**src/rtl/mem_ctrl_pkg.sv**
```systemverilog
// mem_ctrl_pkg: access-width codes, FSM states and byte-count helper for mem_ctrl
package mem_ctrl_pkg;
  localparam logic [1:0] MemByte = 2'b00;
  localparam logic [1:0] MemHalf = 2'b01;
  localparam logic [1:0] MemWord = 2'b10;
  typedef enum logic [1:0] {IDLE, READ, WRITE, DONE} state_t;
  // code 11 is treated as a word access
  function automatic logic [2:0] nbytes(input logic [1:0] w);
    return (w == MemWord || w == 2'b11) ? 3'd4 : (w == MemHalf) ? 3'd2 : 3'd1;
  endfunction
endpackage

```
**src/rtl/mem_ctrl.sv**
```systemverilog
// mem_ctrl: arbitrates fetch and load/store requests onto a byte-wide external RAM
module mem_ctrl
  import mem_ctrl_pkg::*;
#(
  parameter int RAM_ADDR_W = 17
) (
  input  logic                  clk,
  input  logic                  rst,
  input  logic                  if_req,
  input  logic [31:0]           if_addr,
  output logic [31:0]           if_data,
  output logic                  if_done,
  input  logic                  mem_req,
  input  logic                  mem_we,
  input  logic [1:0]            mem_width,
  input  logic [31:0]           mem_addr,
  input  logic [31:0]           mem_wdata,
  output logic [31:0]           mem_rdata,
  output logic                  mem_done,
  output logic [RAM_ADDR_W-1:0] ram_addr,
  output logic                  ram_we,
  output logic [7:0]            ram_wdata,
  input  logic [7:0]            ram_rdata,
  output logic                  stallreq_if,
  output logic                  stallreq_mem
);
  state_t      state;
  logic        own_if;
  logic [2:0]  cnt;
  logic [2:0]  n;
  logic [31:0] wdata;
  logic [31:0] acc;
  logic [31:0] asm_w;
  logic [5:0]  sh;
  logic        unused;
  // bytes arrive in address order, so shift each one in from the top
  assign asm_w = {ram_rdata, acc[31:8]};
  assign sh = {3'd4 - n, 3'b000};
  assign stallreq_if = if_req & ~if_done & ~rst;
  assign stallreq_mem = mem_req & ~mem_done & ~rst;
  assign unused = ^{if_addr[31:RAM_ADDR_W], mem_addr[31:RAM_ADDR_W]};
  always_ff @(posedge clk or posedge rst) begin
    if (rst) begin
      state     <= IDLE;
      own_if    <= 1'b0;
      cnt       <= '0;
      n         <= '0;
      wdata     <= '0;
      acc       <= '0;
      if_data   <= '0;
      if_done   <= 1'b0;
      mem_rdata <= '0;
      mem_done  <= 1'b0;
      ram_addr  <= '0;
      ram_we    <= 1'b0;
      ram_wdata <= '0;
    end else begin
      if_done  <= 1'b0;
      mem_done <= 1'b0;
      case (state)
        IDLE: begin
          if (mem_req) begin
            own_if    <= 1'b0;
            n         <= nbytes(mem_width);
            ram_addr  <= mem_addr[RAM_ADDR_W-1:0];
            ram_we    <= mem_we;
            ram_wdata <= mem_wdata[7:0];
            wdata     <= {8'd0, mem_wdata[31:8]};
            cnt       <= '0;
            acc       <= '0;
            state     <= mem_we ? WRITE : READ;
          end else if (if_req) begin
            own_if   <= 1'b1;
            n        <= 3'd4;
            ram_addr <= if_addr[RAM_ADDR_W-1:0];
            cnt      <= '0;
            acc      <= '0;
            state    <= READ;
          end
        end
        READ: begin
          if (own_if && !if_req) begin
            state <= IDLE;
          end else if (cnt == n) begin
            state <= DONE;
            if (own_if) begin
              if_data <= asm_w >> sh;
              if_done <= 1'b1;
            end else begin
              mem_rdata <= asm_w >> sh;
              mem_done  <= 1'b1;
            end
          end else begin
            if (cnt != 3'd0) acc <= asm_w;
            if (cnt + 3'd1 < n) ram_addr <= ram_addr + RAM_ADDR_W'(1);
            cnt <= cnt + 3'd1;
          end
        end
        WRITE: begin
          if (cnt == n - 3'd1) begin
            state    <= DONE;
            ram_we   <= 1'b0;
            mem_done <= 1'b1;
          end else begin
            cnt       <= cnt + 3'd1;
            ram_addr  <= ram_addr + RAM_ADDR_W'(1);
            ram_wdata <= wdata[7:0];
            wdata     <= wdata >> 8;
          end
        end
        default: state <= IDLE;
      endcase
    end
  end
endmodule
```
**config.mk**
```make
export PLATFORM = sky130hd
export DESIGN_NAME = mem_ctrl
export DESIGN_NICKNAME = d
export VERILOG_FILES = /design/src/rtl/mem_ctrl_pkg.sv /design/src/rtl/mem_ctrl.sv
export SDC_FILE = /design/constraint.sdc
export NUM_CORES = 1
export LEC_CHECK = 0
export CORE_UTILIZATION = 40
export DETAILED_ROUTE_END_ITERATION = 6
export HOLD_SLACK_MARGIN = 0.15
export PLACE_DENSITY_LB_ADDON = 0.3
export SLEW_MARGIN = 10
export SYNTH_ARGS = -nofsm -noshare
export SYNTH_HDL_FRONTEND = slang
export SYNTH_SLANG_ARGS = --single-unit
export TNS_END_PERCENT = 5
```
**constraint.sdc**
```tcl
create_clock -name clk -period 11.6 [get_ports clk]
set_input_delay 2.32 -clock clk [delete_from_list [all_inputs] [get_ports clk]]
set_output_delay 2.32 -clock clk [all_outputs]
set_load 0.05 [all_outputs]
```
==> impl_metrics.yaml <==
run_status:
  status: "completed"
finish:
  nFillCells: 1634
  area_growth_pct: 31.6
  final_area_sq_mm: 0.00993
  regArea_sq_mm: 0.00373
  multi_input_area_sq_mm: 0.00342
  drive_gt1_share_pct: 10.6
  finalNetCount: 1051
synthesis:
  ys_ff_latch: 149
  ys_types: 55
  syn_area_sq_mm: 0.00754
  syn_nets: 902
  yosys.area.top_type: "dfrtp_1"
  async_flop_share_pct: 100
  avgSynthCellArea_sq_um: 9.67
  yosysWarnings: 0
  synth-edff-count: 0
  synth_ff_type: "dfrtp_1"
  synth_cells: 780
  synth_area_leaders: "dfrtp_1, nand2_1, mux2i_1"
  synth_top_area_share_pct: 49.4
  ys_seq_area_share_pct: 49.4
pwr:
  power_density_mw_per_mm2: 353
  ir_worst_vdd_v: 0.000152
  p_leak_nw: 4.19
  total_power_mw: 3.50
timing:
  fin_tns_setup_ns: 0
  slew_violations: 0
  slew_headroom_pct: 24.0
  rsz0062_at_grt: "no"
  worst_pin_slew_ns: 1.14
  finalWorstPathRequiredPeriod_ns: 6.47
  fin_crit_sh_pct: 55.8
  max_freq_ghz: 0.155
  setup_violations: 0
  holdWs_ns: 0.477
  hold_viol: 0
  finClkSkew_ns: 0.00872
floorplanning:
  start_util_pct: 41.4
  die_h_microns: 139
  rows: 49
  coreArea_sq_mm: 0.0182
  dieArea_sq_mm: 0.0194
  die_x_microns: 139
  io_pins: 205
global_routing:
  grtUsageTotal_pct: 18.9
  grt_max_degree: 84
  grt_pass1_wl_microns: 29200
  antenna_found_initial: 1
  first_global_vias: 5621
  grt_remaining_overflow: 0
clocking:
  cts_tree: "done"
  holdBufCountCts: 0
  clk_latency_ns: 0.42
  numCtsBuffers: 17
  postCtsSetupBuffers: 0
  cts_buffer_depth: 2
  cts_root_buf: "clkbuf_16"
  cts.clk_slew.worst_paths_ns: 0.06
  htreeDepth: 4
  ctsResizeCount: 0
  tritoncts_num_sinks: 149
worst_setup_path:
  crit_top_cell: "clkdlybuf4s50_1"
  cp_max_fo: 30
  crit_type: "in2out"
  crit_buf_inv: 3
  max_stage_delay_ns: 0.83
  critical_path.cell_chain: "clkdlybuf4s50_1, buf_4, nor3b_1, clkdlybuf4s50_1"
  crit_arrival_ns: 4.15
  startpoint_type: "input port"
  r2r_slack_ns: 8.16
  critPathTopFamily: "buffers and inverters"
  crit_path_top_delay_cell: "clkdlybuf4s50_1"
  required_ns: 9.28
  endpoint_kind: "primary output"
detailed_routing:
  drtIter0Drc: 382
  final_antenna_net_count: 0
  route.vias.total: 5975
  drc: 0
  drt-pass1-iter-count: 4
  viasPerCell: 5.11
  wl_per_cell_microns: 15.2
  totalWireLength_microns: 17800
placed_design:
  numPortBuffers: 174
  place_area_sq_mm: 0.00934
  dp_hpwl_microns: 12100
  place.gp.congestion: 0.770
run:
  max_cap_viol_count: 0
worst_hold_path:
  hp-class: "reg2reg"
registers in the layout, indices dropped and copies added, names as in the netlist:
name / cells
mem_rdata: 32
state: 2
acc: 24
n: 3
cnt: 3
if_done: 1
own_if: 1
mem_done: 1
if_data: 32
ram_wdata: 8
ram_we: 1
ram_addr: 17
wdata: 24
final timing paths:
kind,from,end,cells past startpoint
setup reg to reg,n[0],wdata[16],8
hold / removal,acc[14],acc[14],2
setup / recovery,mem_req,stallreq_mem,4
max in group asynchronous,rst,if_data[2],3
hold reg to reg,acc[14],acc[14],2
min in group asynchronous,rst,ram_wdata[6],2
placed cells by master, fill, tap and decap left out, types with 3 or more instances in the layout:
| cell | count |
|---|---|
| inv_1 | 19 |
| a21o_1 | 3 |
| a211oi_1 | 5 |
| dfrtp_1 | 149 |
| nand3b_1 | 8 |
| mux2i_1 | 52 |
| nand2b_1 | 7 |
| a21oi_1 | 23 |
| a41oi_1 | 3 |
| a2bb2oi_1 | 5 |
| clkbuf_16 | 17 |
| clkdlybuf4s50_1 | 174 |
| and3_1 | 4 |
| o21ai_0 | 91 |
| clkinv_2 | 4 |
| o21ai_2 | 5 |
| nor3b_1 | 3 |
| a21oi_2 | 26 |
| bufinv_16 | 4 |
| o22a_1 | 3 |
| nor2_1 | 43 |
| nand2_1 | 162 |
| ha_1 | 10 |
| o22ai_1 | 12 |
| a31oi_1 | 5 |
| buf_4 | 9 |
| nand4_1 | 3 |
| clkbuf_1 | 3 |
| nor2b_1 | 7 |
| mux2_2 | 25 |
| xor2_1 | 4 |
| nand3_1 | 19 |
Yosys cell counts (4+ instances only):
| master | instances |
|---|---|
| a211oi_1 | 5 |
| a21oi_1 | 23 |
| a21oi_2 | 26 |
| a2bb2oi_1 | 5 |
| a31oi_1 | 5 |
| and3_1 | 4 |
| buf_2 | 15 |
| buf_6 | 4 |
| clkbuf_1 | 24 |
| dfrtp_1 | 149 |
| ha_1 | 11 |
| inv_1 | 20 |
| mux2_2 | 25 |
| mux2i_1 | 52 |
| nand2_1 | 162 |
| nand2b_1 | 8 |
| nand3_1 | 19 |
| nand3b_1 | 8 |
| nor2_1 | 43 |
| nor2b_1 | 7 |
| o21ai_0 | 91 |
| o21ai_2 | 4 |
| o22ai_1 | 12 |
| xor2_1 | 4 |
cells by family after synthesis:
| family | share of synthesized area [%] |
|---|---|
| and+or+nand+nor | 15.6 |
| AOI/OAI and AO/OA | 16.2 |
| DFF | 49.4 |
| muxes | 10.8 |
| buffers and inverters | 5.32 |
| adders and majority gates | 1.82 |
| xor gates and xnor gates | 0.879 |
per-stage QoR:
stage / instances / setup slack (ns) / util (%)
after detailed placement: 1139 / 5.12 / 51.3
after global placement: 1139 / 5.13 / 51.3
after global routing: 1170 / 5.01 / 54.5
after floorplan: 780 / 5.17 / -
final: 1170 / 5.13 / 54.5
after CTS: 1169 / 5.12 / 54.5
worst register-to-register path: stages, from the launching register on:
cell and delay [ns]:
dfrtp_1 0.34, clkinv_1 0.26, ha_1 1.16, xor2_1 0.29, nand4_4 0.24, a21boi_4 0.18, buf_4 0.61, nand3b_1 0.21
o21ai_2 0.08
layer usage:
layer / routed length (microns) / track usage [%]
met5: 0 / 0
met4: 372 / 7.89
met3: 725 / 3.37
met2: 8190 / 29.4
met1: 8470 / 26.1
final cells by class:
cell class / count / share of cell area [%]
multi-input cells: 556 / 34.5
clock buffers: 20 / 4.40
repair buffers: 183 / 18.2
clock inverters: 10 / 1.59
well taps: 229 / 2.88
inverters: 22 / 0.882
flip-flops and latches: 149 / 37.5
diodes: 1 / 0.0252
power by group:
| part | internal [mW] | switching [mW] | leakage, nW | total, mW |
|---|---|---|---|---|
| Combinational | 0.700 | 1.31 | 2.01 | 2.01 |
| Clock | 0.357 | 0.211 | 0.293 | 0.567 |
| Sequential | 0.758 | 0.168 | 1.89 | 0.926 |
Note: power is estimated with default switching activity, not from simulation.
